## src/rtl/rf_writeback_arbiter_pkg.sv

```systemverilog
// Shared register-file definitions: geometry, sel write modes and write-port field widths.
// Used by the register file and by its writeback arbiter.
package rf_writeback_arbiter_pkg;

  localparam int unsigned REGFILE_WIDTH  = 64;
  localparam int unsigned REGFILE_DEPTH  = 32;
  localparam int unsigned REGFILE_AWIDTH = 5;
  localparam int unsigned SEL_W          = 3;
  localparam int unsigned LQ_DEPTH_DEF   = 2;

  // Partial-write modes understood by the RF; codes 101-111 are ignored by it.
  typedef enum logic [SEL_W-1:0] {
    SEL_ALL  = 3'b000,
    SEL_UPP  = 3'b001,
    SEL_LOW  = 3'b010,
    SEL_EVEN = 3'b011,
    SEL_ODD  = 3'b100
  } sel_e;

  // Width of one write-port bundle {addr, sel, data}.
  function automatic int unsigned wb_entry_width(int unsigned aw, int unsigned dw);
    return aw + SEL_W + dw;
  endfunction

endpackage

```

## src/rtl/rf_wb_load_fifo.sv

```systemverilog
// Small synchronous FIFO holding load returns {addr, sel, data} that lost arbitration
// for the RF write port. Caller never pushes when full or pops when empty.
module rf_wb_load_fifo #(
  parameter  int unsigned DEPTH = 2,
  parameter  int unsigned W     = 72,
  localparam int unsigned CW    = $clog2(DEPTH) + 1
) (
  input  logic          clk,
  input  logic          reset,
  input  logic          push,
  input  logic          pop,
  input  logic [W-1:0]  din,
  output logic [W-1:0]  dout,
  output logic          full,
  output logic          empty,
  output logic [CW-1:0] count
);

  localparam int unsigned PW = $clog2(DEPTH);

  logic [W-1:0]  mem_q [DEPTH];
  logic [W-1:0]  mem_d [DEPTH];
  logic [PW-1:0] wr_ptr_q, wr_ptr_d;
  logic [PW-1:0] rd_ptr_q, rd_ptr_d;
  logic [CW-1:0] cnt_q, cnt_d;

  // Pointers wrap naturally because DEPTH is a power of two.
  always_comb begin
    mem_d    = mem_q;
    wr_ptr_d = wr_ptr_q;
    rd_ptr_d = rd_ptr_q;
    if (push) begin
      mem_d[wr_ptr_q] = din;
      wr_ptr_d        = wr_ptr_q + PW'(1);
    end
    if (pop) begin
      rd_ptr_d = rd_ptr_q + PW'(1);
    end
    cnt_d = cnt_q + CW'(push) - CW'(pop);
  end

  always_ff @(posedge clk or posedge reset) begin
    if (reset) begin
      for (int unsigned i = 0; i < DEPTH; i++) begin
        mem_q[i] <= '0;
      end
      wr_ptr_q <= '0;
      rd_ptr_q <= '0;
      cnt_q    <= '0;
    end else begin
      mem_q    <= mem_d;
      wr_ptr_q <= wr_ptr_d;
      rd_ptr_q <= rd_ptr_d;
      cnt_q    <= cnt_d;
    end
  end

  assign dout  = mem_q[rd_ptr_q];
  assign full  = (cnt_q == CW'(DEPTH));
  assign empty = (cnt_q == '0);
  assign count = cnt_q;

endmodule

```

## src/rtl/rf_writeback_arbiter.sv

```systemverilog
// Merges execute results and out-of-order load returns onto the single RF write port,
// and tracks pending loads to flag read-operand hazards back to decode.
module rf_writeback_arbiter
  import rf_writeback_arbiter_pkg::*;
#(
  parameter int unsigned LQ_DEPTH = LQ_DEPTH_DEF,
  parameter int unsigned DW       = REGFILE_WIDTH,
  parameter int unsigned AW       = REGFILE_AWIDTH
) (
  input  logic             clk,
  input  logic             reset,
  input  logic             ex_valid,
  input  logic [AW-1:0]    ex_addr,
  input  logic [0:DW-1]    ex_data,
  input  logic [SEL_W-1:0] ex_sel,
  input  logic             ld_issue,
  input  logic [AW-1:0]    ld_issue_addr,
  input  logic             ld_rsp_valid,
  output logic             ld_rsp_ready,
  input  logic [AW-1:0]    ld_rsp_addr,
  input  logic [0:DW-1]    ld_rsp_data,
  input  logic [SEL_W-1:0] ld_rsp_sel,
  input  logic [AW-1:0]    rd_addr_0,
  input  logic [AW-1:0]    rd_addr_1,
  output logic             hazard_0,
  output logic             hazard_1,
  output logic             wr_enb,
  output logic [AW-1:0]    wr_addr,
  output logic [0:DW-1]    wr_data,
  output logic [SEL_W-1:0] wr_sel
);

  localparam int unsigned EW   = wb_entry_width(AW, DW);
  localparam int unsigned CW   = $clog2(LQ_DEPTH) + 1;
  localparam int unsigned NREG = 1 << AW;

  logic [EW-1:0]    q_head, rsp_entry;
  logic             q_full, q_empty, q_push, q_pop;
  logic [CW-1:0]    q_count;
  logic [AW-1:0]    h_addr;
  logic [SEL_W-1:0] h_sel;
  logic [0:DW-1]    h_data;
  logic             accept, bypass, clr_en;
  logic [AW-1:0]    clr_addr;

  logic             wr_enb_q, wr_enb_d;
  logic [AW-1:0]    wr_addr_q, wr_addr_d;
  logic [0:DW-1]    wr_data_q, wr_data_d;
  logic [SEL_W-1:0] wr_sel_q, wr_sel_d;
  logic [NREG-1:0]  busy_q, busy_d;

  rf_wb_load_fifo #(
    .DEPTH (LQ_DEPTH),
    .W     (EW)
  ) u_load_fifo (
    .clk   (clk),
    .reset (reset),
    .push  (q_push),
    .pop   (q_pop),
    .din   (rsp_entry),
    .dout  (q_head),
    .full  (q_full),
    .empty (q_empty),
    .count (q_count)
  );

  // Ready depends only on the registered occupancy.
  assign ld_rsp_ready = (q_count != CW'(LQ_DEPTH));
  assign accept       = ld_rsp_valid && ld_rsp_ready;
  assign rsp_entry    = {ld_rsp_addr, ld_rsp_sel, ld_rsp_data};
  assign {h_addr, h_sel, h_data} = q_head;

  // Write-port source priority: execute, queued load, bypassed fresh load, else idle.
  always_comb begin
    wr_enb_d  = 1'b0;
    wr_addr_d = wr_addr_q;
    wr_data_d = wr_data_q;
    wr_sel_d  = wr_sel_q;
    q_pop     = 1'b0;
    bypass    = 1'b0;
    clr_en    = 1'b0;
    clr_addr  = '0;
    if (ex_valid) begin
      wr_enb_d  = 1'b1;
      wr_addr_d = ex_addr;
      wr_data_d = ex_data;
      wr_sel_d  = ex_sel;
    end else if (!q_empty) begin
      wr_enb_d  = 1'b1;
      wr_addr_d = h_addr;
      wr_data_d = h_data;
      wr_sel_d  = h_sel;
      q_pop     = 1'b1;
      clr_en    = 1'b1;
      clr_addr  = h_addr;
    end else if (accept) begin
      wr_enb_d  = 1'b1;
      wr_addr_d = ld_rsp_addr;
      wr_data_d = ld_rsp_data;
      wr_sel_d  = ld_rsp_sel;
      bypass    = 1'b1;
      clr_en    = 1'b1;
      clr_addr  = ld_rsp_addr;
    end
    q_push = accept && !bypass;

    // A new issue to a register whose load is retiring this cycle keeps it busy.
    busy_d = busy_q;
    if (clr_en) begin
      busy_d[clr_addr] = 1'b0;
    end
    if (ld_issue) begin
      busy_d[ld_issue_addr] = 1'b1;
    end
    busy_d[0] = 1'b0;
  end

  always_ff @(posedge clk or posedge reset) begin
    if (reset) begin
      wr_enb_q  <= 1'b0;
      wr_addr_q <= '0;
      wr_data_q <= '0;
      wr_sel_q  <= '0;
      busy_q    <= '0;
    end else begin
      wr_enb_q  <= wr_enb_d;
      wr_addr_q <= wr_addr_d;
      wr_data_q <= wr_data_d;
      wr_sel_q  <= wr_sel_d;
      busy_q    <= busy_d;
    end
  end

  assign wr_enb   = wr_enb_q;
  assign wr_addr  = wr_addr_q;
  assign wr_data  = wr_data_q;
  assign wr_sel   = wr_sel_q;
  assign hazard_0 = busy_q[rd_addr_0] && (rd_addr_0 != '0);
  assign hazard_1 = busy_q[rd_addr_1] && (rd_addr_1 != '0);

  // Upstream contract: these are caller bugs, not conditions the block recovers from.
  a_issue_not_busy: assert property (@(posedge clk) disable iff (reset)
    (ld_issue && ld_issue_addr != '0) |->
      (!busy_q[ld_issue_addr] || (clr_en && clr_addr == ld_issue_addr)));
  a_ex_not_busy: assert property (@(posedge clk) disable iff (reset)
    (ex_valid && ex_addr != '0) |-> !busy_q[ex_addr]);
  a_rsp_pending: assert property (@(posedge clk) disable iff (reset)
    (accept && ld_rsp_addr != '0) |-> busy_q[ld_rsp_addr]);
  a_full_ready: assert property (@(posedge clk) disable iff (reset)
    q_full == !ld_rsp_ready);

endmodule

```

## config.mk

```make
export PLATFORM = sky130hd
export DESIGN_NAME = rf_writeback_arbiter
export DESIGN_NICKNAME = d
export VERILOG_FILES = /design/src/rtl/rf_writeback_arbiter_pkg.sv /design/src/rtl/rf_wb_load_fifo.sv /design/src/rtl/rf_writeback_arbiter.sv
export SDC_FILE = /design/constraint.sdc
export NUM_CORES = 1
export LEC_CHECK = 0
export ABC_AREA = 1
export BUFFER_PORTS_ARGS = -buffer_cell sky130_fd_sc_hd__buf_2
export CORE_UTILIZATION = 60
export DETAILED_ROUTE_END_ITERATION = 7
export GPL_TIMING_DRIVEN = 0
export PLACE_DENSITY = 0.85
export SLEW_MARGIN = 10
export SYNTH_ARGS = -nofsm -noshare
export SYNTH_HDL_FRONTEND = slang
export SYNTH_SLANG_ARGS = --single-unit
```

## constraint.sdc

```tcl
create_clock -name clk -period 13.8 [get_ports clk]
set_clock_uncertainty 0.1 [all_clocks]
set_input_delay 1.38 -clock clk [delete_from_list [all_inputs] [get_ports clk]]
set_output_delay 1.38 -clock clk [all_outputs]
set_load 0.01 [all_outputs]
```

**Yosys cells after proc, flatten, opt, wreduce, memory -nomap -nowiden**

Index checks and enable logic that the tools add are counted.

- Add/sub/neg operators: 4
- $lt $le $gt $ge: 9
- Eq/ne operators: 2
- Multiplexer cells: 36
- Bitwise gates (word level): 5
- Reduce and logical (&&, ||, !) cells: 11

Operators with widths:

| cell | count |
|---|---|
| $mux 72 | 4 |
| $mux 64 | 3 |
| $bwmux 144 | 1 |
| $demux 72 s1 | 1 |
| $mux 32 | 2 |
| $and 32x32->32 | 1 |
| $not 32->32 | 1 |
| $or 32x32->32 | 1 |
| $mux 5 | 6 |
| $lt 5x6->1 const B | 4 |
| $mux 1 | 12 |
| $bmux 1 s5 | 2 |
| $demux 1 s5 | 2 |
| $ge 5x1->1 const B | 2 |
| $reduce_bool 5->1 | 2 |
| $mux 3 | 3 |
| $logic_and 1x1->1 | 7 |
| $ge 2x2->1 const B | 2 |
| $not 1->2 | 2 |
| $ne 3x2->1 const B | 1 |
| $add 1x1->1 const B | 2 |
| $add 2x1->2 | 1 |
| $logic_not 2->1 | 1 |
| $lt 2x1->1 const B | 1 |
| other kinds (3) | 3 |

- Bits in registers: 252
- Output and inout port bits: 76

**Longest topological paths before layout**

Gate-level depths: netlist of run 1.

- Word-level depth: 15
- Gate-level depth with buffers: 11
- Gate-level depth less buffers: 10

**Modules after synthesis**

A second synthesis of run 1 with hierarchy kept.

- Cell total of the unflattened synthesis: 1669
- Area total of the unflattened synthesis: 12597.1 µm²

By module, submodules not included:

| module | instances | cells an instance | area an instance (µm²) | sequential area each (µm²) |
|---|---|---|---|---|
| rf_wb_load_fifo | 1 | 791 | 6535.0 | 3703.6 |
| rf_writeback_arbiter | 1 | 878 | 6062.1 | 2602.5 |

**Least setup slack after synthesis of run 1**

Ideal clock, no wire load.

- Kind: input-to-output
- Start point: input rd_addr_0[0]
- End point: output hazard_0
- Data arrival time: 2355 ps
- Required time: 12320 ps
- Path slack: 9965 ps
- Stages: 9
- Buffers on the path: 2
- Path through: clkbuf_1 -> clkbuf_1 -> nand2_1 -> o211ai_1 -> nand3_1 -> nand3_1 -> nand2_1 -> nand2_1 -> nand2_1

- Cells in the longest elaborated chain, start to end: 3

Ends and longest elaborated chain:

| element | RTL line | text |
|---|---|---|
| start: declaration | rf_writeback_arbiter.sv:23 | `input logic [AW-1:0] rd_addr_0,` |
| $bmux 1 s5 | rf_writeback_arbiter.sv:138 | `assign hazard_0 = busy_q[rd_addr_0] && (rd_addr_0 != '0);` |
| $mux 1 (not written as such) | rf_writeback_arbiter.sv:138 |  |
| $logic_and 1x1->1 * | rf_writeback_arbiter.sv:138 |  |
| end: declaration | rf_writeback_arbiter.sv:25 | `output logic hazard_0,` |

Every way passes the cells marked *; elsewhere a longest branch is shown, timed or not. The select of a mux whose other input is x is not followed.

**Worst setup path in the final report of run 1**

- Start point: input rd_addr_1[0]
- End point: output hazard_1

- Cells in the longest elaborated chain, start to end: 3

Ends and longest elaborated chain:

| element | RTL line | text |
|---|---|---|
| start: declaration | rf_writeback_arbiter.sv:24 | `input logic [AW-1:0] rd_addr_1,` |
| $bmux 1 s5 | rf_writeback_arbiter.sv:139 | `assign hazard_1 = busy_q[rd_addr_1] && (rd_addr_1 != '0);` |
| $mux 1 (not written as such) | rf_writeback_arbiter.sv:139 |  |
| $logic_and 1x1->1 * | rf_writeback_arbiter.sv:139 |  |
| end: declaration | rf_writeback_arbiter.sv:26 | `output logic hazard_1,` |

Marked as above.

==> results of run 1 <==
-- cell usage after synthesis --
master | instances | area share [%]
nand2_1 | 656 | 20
dfrtp_1 | 252 | 52
inv_1 | 118 | 3.6
o21ai_0 | 100 | 4.1
nor2_1 | 90 | 2.8
a21oi_1 | 84 | 3.4
clkbuf_1 | 51 | 1.6
o21ai_1 | 50 | 2.0
a22oi_1 | 38 | 2.3
nand3_1 | 30 | 1.2
a41oi_1 | 29 | 2.1
buf_2 | 23 | 0.94
o211ai_1 | 16 | 0.98
buf_1 | 12 | 0.37
nor3_1 | 11 | 0.45
buf_6 | 6 | 0.55
inv_2 | 5 | 0.15
a31oi_1 | 4 | 0.20
nor2_2 | 3 | 0.15
o21ai_2 | 3 | 0.22
ha_1 | 2 | 0.20
nand4_1 | 2 | 0.10
xor2_1 | 2 | 0.14
a21oi_2 | 1 | 0.072
nand2_2 | 1 | 0.051
nand2_4 | 1 | 0.092
nand3_2 | 1 | 0.082
nor2_4 | 1 | 0.092
or2_1 | 1 | 0.051
xnor2_1 | 1 | 0.072
-- layout make-up --
cell class                 count  area, um^2  share of cell area (%)
sequential                   252        6310                    43.0
antenna                        6        15.0                   0.102
clock buffer                  37         743                    5.07
tap                          265         332                    2.26
clock inverter                 9         125                   0.854
buffer                        92         419                    2.86
inverter                     123         469                    3.20
timing repair buffer         236        1230                    8.36
multi-input combinational   1127        5020                    34.3
-- registers in the layout, indices dropped and copies added, names as in the netlist --
name                  flops
u_load_fifo.rd_ptr_q      1
wr_addr                   5
wr_sel                    3
wr_enb                    1
busy_q                   31
u_load_fifo.wr_ptr_q      1
wr_data                  64
u_load_fifo.count         2
u_load_fifo.mem_q       144
-- layer usage --
metal | global-route usage [%] | vias to the layer above | wire (um)
li1 | - | 5655 | -
met1 | 47.1 | 5832 | 14800
met2 | 58.8 | 612 | 17800
met3 | 5.89 | 91 | 3280
met4 | 14.7 | 0 | 1050
met5 | 0 | - | 0
-- kinds of logic (layout without fill, tap and decap cells) --
logic type               count (synthesis)  after routing  share of synthesized area (%)
flip-flops                             252            252                           51.6
AND/OR/NAND/NOR                        797            797                           25.2
XOR/XNOR                                 3              3                          0.215
adder cells (fa/ha/maj)                  2              2                          0.205
AO/OA/AOI/OAI                          325            325                           15.5
other                                    0              6                              0
buffers and inverters                  215            497                           7.21
-- worst paths after layout --
| check | startpoint | endpoint | slack [ps] |
|---|---|---|---|
| worst min register to register | busy_q[14] | busy_q[14] | 370 |
| worst max register to register | u_load_fifo.count[1] | u_load_fifo.count[1] | 11280 |
| worst min-delay path | busy_q[14] | busy_q[14] | 370 |
| min in group asynchronous | reset | wr_data[60] | 710 |
| max in group asynchronous | reset | wr_data[19] | 11580 |
| worst max-delay path | rd_addr_1[0] | hazard_1 | 9590 |
-- cell usage in the layout, fill, tap and decap left out, types with 16 or more instances in the layout --
cell	instances
clkbuf_1	58
dfrtp_1	252
o21ai_0	100
nor2_1	90
buf_2	257
clkbuf_16	27
o21ai_1	50
a41oi_1	29
nand2_1	656
a21oi_1	84
o211ai_1	16
nand3_1	30
a22oi_1	38
inv_1	117
-- worst max-delay path, delay by kind of cell --
family	cells	cell delay [ps]
buffers and inverters	3	740
AOI/OAI and AO/OA	2	260
and+or+nand+nor	5	340
-- through the flow --
stage,std cells,utilization (%)
5_1_grt,2144,74.3
2_1_floorplan,1594,-
3_3_place_gp,2093,69.5
6_report,2147,74.3
4_1_cts,2141,74.3
3_5_place_dp,2095,69.9
-- power groups by stage --
stage                     combinational, mW  sequential (mW)  clock, mW
after global placement                 1.18             1.27          0
after global routing                   1.39             1.32      0.753
after detailed placement               1.22             1.28          0
after floorplan                       0.766             1.29          0
final                                  1.24             1.28      0.721
after CTS                              1.23             1.27      0.722
==> results.txt, run 1 <==
die height: 145 um
Final Cell Area: 14700 um^2
Die Span X: 145 um
run status: finished clean
setup_tns: 0 ps
max frequency: 0.238 GHz
largest net degree at the start of global routing: 119
sw power: 1.30 mW
critical path, cell by cell: clkbuf_1, clkbuf_1, a21oi_1, o21ai_0, nand2_1, nand2_1, nand2_1, nand3_1, nand2_1, buf_2
cts hold-fix bufs: 0
Starting Density: 61.9%
Min-Delay Path Class: reg -> reg
crit path launch type: primary input
Die Footprint: 20900 um^2
total power: 3.25 mW
Reg clk slew, reported paths: 60 ps
dpl cell area: 13800 um^2
count of final setup violators: 0
Hold Path Stages: 2
Synth Register Bits: 252
Tot GR Track Use: 35.7%
DR vias: 12200
WP data required: 12320 ps
post-synthesis cell area: 12200 um^2
combinational power share: 38.3%
fin nets: 2024
Flop pwr share: 39.5%
Int Power: 1.94 mW
Synth Warn #: 0
VDD IR max: 0.138 mV
Power Dens Cells: 221 nW/um^2
syn_nets: 1760
first-pass GRT wire length: 57.7 mm
Layout area overhead: 20.1%
Remaining DRCs: 0
Routability Congestion: 0.971
IO Count: 240
Final min period: 4210 ps
Sink Count: 252
hold_ws: 374 ps
Max Root-Sink Buffers: 3
final wirelength: 36.9 mm
Arr. time, crit path: 2730 ps
setup bufs post-CTS: 0
clock buffer count from CTS: 26
hpwl dp: 25.7 mm
initial antenna violation count: 3
slowest CP cell: clkbuf_1
max_slew headroom: 33.9%
RSZ-0062 raised after global routing: no
vias in the first global route: 11700
dpl ws: 9610 ps
CP Max Fanout: 10
drt first-iter violations: 1078
kind of end point of the critical path: primary output
Static Leak: 7.67 nW
CTS tree: yes
Pre-antenna DRT Iters: 5
Register-to-Register Path Depth: 8
Syn Inst Count: 1594
global route total overflow: 0
root buffer selected by CTS: clkbuf_16
H-tree Lvls: 1
Clock Latency Late Sink: 530 ps
Row Count: 51
Pins Over Slew Limit: 0
setup ws final: 9590 ps
Sw Share: 40.2%
Max Cap Viol: 0
Fillers: 1516
vias per cell: 5.68
Final Hold Vio Count: 0
Clock power frac: 22.2%
sequential area share after synthesis: 51.6%
IO buf count: 234
synthesized area per cell: 7.66 um^2
Largest stage delay, worst path: 370 ps
Worst Tran Pin Value: 984 ps
CP dominant cell by count: nand2_1
crit path kind: in -> out
fin crit share: 30.5%
Cell variety after synth: 30
ratio of cells with drive above 1 in the final layout: 17.1%
PostCTS Resize Cnt: 0
Routed Antenna Nets: 0
Core Region: 19700 um^2
DR WL/cell: 17.2 um
Note: power is estimated with default switching activity, not from simulation.
==> run 2, diff against run 1 <==
- CORE_UTILIZATION: 60 -> 50
- PLACE_DENSITY: 0.85 -> 0.75
- clock period: 13.8 -> 3.76 ns (I/O delays scaled with it)
==> run 2 against run 1 <==
  * Sequential cell count unchanged
  * Die area up 20%
  * Critical path depth down 2
  * Worst hold slack worse by 360 ps
  * Routed wire length up 2.2%
  * Combinational power rose to 3.7 times the previous value
  * Largest power group unchanged
  * Final cell count up 2.9%
  * Global-route usage down 5.0 points
==> results.txt, run 2 (synthesis gave the netlist of run 1 again) <==
count of final setup violators: 0
worst path bufs/invs: 2
Routability Congestion: 0.908
DR vias: 11900
Top reg by flops: u_load_fifo.mem_q
die height: 158 um
Remaining DRCs: 0
max FFs per register: 144
commonest non-fill, non-tap cell in the layout: nand2_1
Max Cap Viol: 0
Starting Density: 51.6%
crit path kind: reg -> reg
crit-path leading delay family: buffers and inverters
CP Max Fanout: 10
initial antenna violation count: 2
crit path launch type: flip-flop
WP data required: 4100 ps
setup_tns: 0 ps
Final min period: 2590 ps
Routed Antenna Nets: 0
multi-input logic area: 5020 um^2
IO buf count: 234
hold_ws: 10.1 ps
fin nets: 2035
vias in the first global route: 11600
drt first-iter violations: 974
root buffer selected by CTS: clkbuf_16
Reg clk slew, reported paths: 60 ps
max_slew headroom: 33.9%
Power Dens Cells: 801 nW/um^2
first-pass GRT wire length: 59.6 mm
Final Cell Area: 14900 um^2
Tot GR Track Use: 30.7%
Final Hold Vio Count: 0
dpl cell area: 13900 um^2
vias per cell: 5.39
Row Count: 56
critical path, cell by cell: nor2_2, nor2_1, clkbuf_1, ha_1, inv_1, ha_1, xnor2_1, xor2_1
IO Count: 240
Sink Count: 252
Die Footprint: 25000 um^2
Pins Over Slew Limit: 0
Core Region: 23700 um^2
global route total overflow: 0
most frequent cells in the layout: 656 x nand2_1, 257 x buf_2, 252 x dfrtp_1
total power: 11.9 mW
hpwl dp: 27.0 mm
Fillers: 2157
Largest stage delay, worst path: 590 ps
Clock Latency Late Sink: 530 ps
CTS tree: yes
RSZ-0062 raised after global routing: no
VDD IR max: 0.458 mV
kind of end point of the critical path: flip-flop
Min-Delay Path Class: in -> reg
largest net degree at the start of global routing: 38
fin crit share: 68.9%
Layout area overhead: 21.8%
CP dominant cell by count: ha_1
Arr. time, crit path: 2940 ps
DR WL/cell: 17.1 um
run status: finished clean
FF+latch area: 6310 um^2
Static Leak: 7.74 nW
ratio of cells with drive above 1 in the final layout: 17.3%
max frequency: 0.386 GHz
slowest CP cell: clkbuf_1
clock buffer count from CTS: 26
H-tree Lvls: 1
final wirelength: 37.7 mm
setup bufs post-CTS: 0
Pre-antenna DRT Iters: 5
Die Span X: 158 um
Worst Tran Pin Value: 983 ps
Max Root-Sink Buffers: 3
[run 2: cell types whose count changed in the layout (fill, tap and decap cells not counted)]
cell           previous run  this run
clkinv_2                  4         5
buf_16                    2         0
diode_2                   6         3
buf_12                    0         7
inv_8                     1         0
dlygate4sd3_1             0         6
clkbuf_8                  3         4
[run 2: path summary, 6_finish.rpt]
path	from	to	slack, ps	cells after the start
setup / recovery	u_load_fifo.count[1]	u_load_fifo.count[1]	1170	8
hold / removal	ld_rsp_data[16]	u_load_fifo.mem_q[119]	10	3
setup reg to reg	u_load_fifo.count[1]	u_load_fifo.count[1]	1170	8
hold reg to reg	busy_q[14]	busy_q[14]	380	2
max in group asynchronous	reset	u_load_fifo.mem_q[46]	1780	7
min in group asynchronous	reset	wr_data[58]	430	3
[run 2: metal layers]
layer	global-route usage (%)	wire length [um]	vias up	share of wire, %
met4	10.4	1020	0	2.7
met5	0	0	-	0
li1	-	-	5679	-
met2	49.9	17900	474	47
met1	41.7	16000	5699	42
met3	4.98	2830	70	7.5
[run 2: timing repair]
item / CTS / global route
endpoints found under the hold margin: 37 / 0
hold buffers: 6 / 0
resized for setup: 0 / 0
[run 2: where the power goes]
part / total [mW] / switching (mW) / internal, mW / leakage, nW
Clock: 2.67 / 1.08 / 1.60 / 0.432
Sequential: 4.69 / 0.711 / 3.98 / 3.11
Combinational: 4.56 / 2.97 / 1.58 / 4.21
[run 2: through the flow]
stage	cells	setup WS [ps]	util (%)
after floorplan	1594	-31.7	-
after global placement	2147	-1590	58.2
after detailed placement	2154	1150	58.8
after CTS	2207	1240	62.8
after global routing	2208	1080	62.8
final	2210	1170	62.8
[run 2: layout make-up]
| cell class | count | area share [%] |
|---|---|---|
| plain buffers | 92 | 2.82 |
| diodes | 3 | 0.0505 |
| multi-input cells | 1127 | 33.8 |
| clock inverters | 9 | 0.825 |
| clock buffers | 38 | 5.09 |
| flip-flops and latches | 252 | 42.4 |
| repair buffers | 247 | 9.22 |
| well taps | 319 | 2.68 |
| inverters | 123 | 3.13 |
[run 2: tightest hold or removal path: stages]
cell	delay, ps
buf_2	110
inv_1	50
o21ai_1	60
==> run 3, diff against run 2 <==
- clock period: 3.76 -> 2.3 ns (I/O delays scaled with it)
==> run 3 against run 2 <==
  * Sequential cell count unchanged
  * Critical endpoint unchanged
  * Highest routed layer unchanged
  * Register-to-register slack got worse by 1100 ps
  * Non-clock buffer count increased by 144
  * Total power increased by 67%
  * Via count increased by 8.0%
==> results.txt, run 3 (synthesis gave the netlist of run 1 again) <==
run status: finished clean
fin cells: 2354
drt first-iter violations: 1244
crit path kind: reg -> reg
DR vias: 12900
max_slew headroom: 33.6%
vias per cell: 5.47
Starting Density: 51.6%
Flop pwr share: 38.8%
count of final setup violators: 0
Int Power: 11.9 mW
root buffer selected by CTS: clkbuf_16
Fillers: 1925
Clock Latency Late Sink: 530 ps
total power: 19.9 mW
setup bufs post-CTS: 0
critical path, cell by cell: nor2_4, nor2_2, clkbuf_2, ha_1, inv_1, ha_1, xnor2_1, xor2_1
worst path bufs/invs: 2
slowest CP cell: dfrtp_1
largest net degree at the start of global routing: 38
Routed Antenna Nets: 0
fin crit share: 96.9%
Row Count: 56
kind of end point of the critical path: flip-flop
crit path launch type: flip-flop
Die Span X: 158 um
Final Hold Vio Count: 0
hold_ws: 50.1 ps
Remaining DRCs: 0
vias in the first global route: 12700
hpwl dp: 27.0 mm
max FFs per register: 144
die height: 158 um
Sink Count: 252
global route total overflow: 0
Pins Over Slew Limit: 0
CTS tree: yes
Power Dens Cells: 1210 nW/um^2
Layout area overhead: 33.9%
H-tree Lvls: 1
Pre-antenna DRT Iters: 7
CP dominant cell by count: ha_1
IO buf count: 234
commonest non-fill, non-tap cell in the layout: nand2_1
Top reg by flops: u_load_fifo.mem_q
Die Footprint: 25000 um^2
WP data required: 2640 ps
Final min period: 2230 ps
Max Cap Viol: 0
Tot GR Track Use: 33.2%
Clock power frac: 22.0%
combinational power share: 39.2%
max frequency: 0.449 GHz
Min-Delay Path Class: in -> reg
Routability Congestion: 0.908
crit-path leading delay family: buffers and inverters
Sw Share: 40.1%
Static Leak: 8.38 nW
initial antenna violation count: 2
Max Root-Sink Buffers: 3
Arr. time, crit path: 2570 ps
sw power: 7.96 mW
Largest stage delay, worst path: 430 ps
Placed Cells: 2154
DR WL/cell: 17.5 um
fin nets: 2179
Core Region: 23700 um^2
clock buffer count from CTS: 26
final wirelength: 41.2 mm
Reg clk slew, reported paths: 60 ps
VDD IR max: 0.756 mV
ratio of cells with drive above 1 in the final layout: 16.5%
RSZ-0062 raised after global routing: yes
Worst Tran Pin Value: 989 ps
most frequent cells in the layout: 656 x nand2_1, 255 x buf_2, 252 x dfrtp_1
IO Count: 240
CP Max Fanout: 10
first-pass GRT wire length: 64.6 mm
==> run 3: per-stage QoR <==
step	TNS [ps]	cell area [um^2]	worst slack (ps)	utilization [%]
floorplan	-339110	12200	-1350	-
global placement	-727050	13800	-2910	58.2
detailed placement	-227	13900	-206	58.8
CTS	-0.949	16300	-0.949	68.9
global route	-368	16300	-60.0	69.0
finish	0	16300	71.8	69.0
==> run 3: final cells by class <==
type	count	area (um^2)	share of cell area (%)
multi-input combinational	1127	5040	30.8
tap	319	399	2.44
buffer	92	434	2.66
clock inverter	9	123	0.750
timing repair buffer	391	2810	17.2
sequential	252	6310	38.6
antenna	3	7.51	0.0459
clock buffer	38	757	4.63
inverter	123	465	2.85
==> run 3: tightest hold or removal path: cells and delay by family <==
| kind | cells | cell delay [ps] |
|---|---|---|
| AND/OR/NAND/NOR | 3 | 300 |
| buffers and inverters | 1 | 110 |
==> run 3: power groups by stage <==
stage          sequential [mW]  clock (mW)  combinational [mW]
2_1_floorplan             7.74           0                4.60
6_report                  7.70        4.37                7.78
4_1_cts                   7.63        4.40                7.63
3_5_place_dp              7.67           0                7.40
3_3_place_gp              7.62           0                7.18
5_1_grt                   7.90        4.56                8.68
==> run 3: worst paths after layout <==
check / slack (ps) / endpoint / cells after the start / start
hold reg to reg: 380 / busy_q[14] / 2 / busy_q[14]
setup reg to reg: 70 / u_load_fifo.count[1] / 8 / u_load_fifo.count[1]
min in group asynchronous: 280 / wr_data[58] / 3 / reset
max in group asynchronous: 450 / wr_data[18] / 7 / reset
hold / removal: 50 / busy_q[14] / 4 / ld_issue_addr[0]
setup / recovery: 70 / u_load_fifo.count[1] / 8 / u_load_fifo.count[1]
==> run 3: repair_timing <==
item / in CTS / in global routing
resized for setup: 2 / 20
endpoints found under the setup margin: 3 / 123
gates cloned: 0 / 0
endpoints found under the hold margin: 269 / 0
hold buffers: 150 / 0
==> run 3: metal layers <==
metal | routed length (um) | vias to the layer above | GRT usage, %
met1 | 16500 | 6107 | 43.2
met5 | 0 | - | 0
met3 | 3480 | 121 | 5.09
met4 | 1390 | 0 | 14.4
met2 | 19700 | 687 | 55.3
li1 | - | 5965 | -
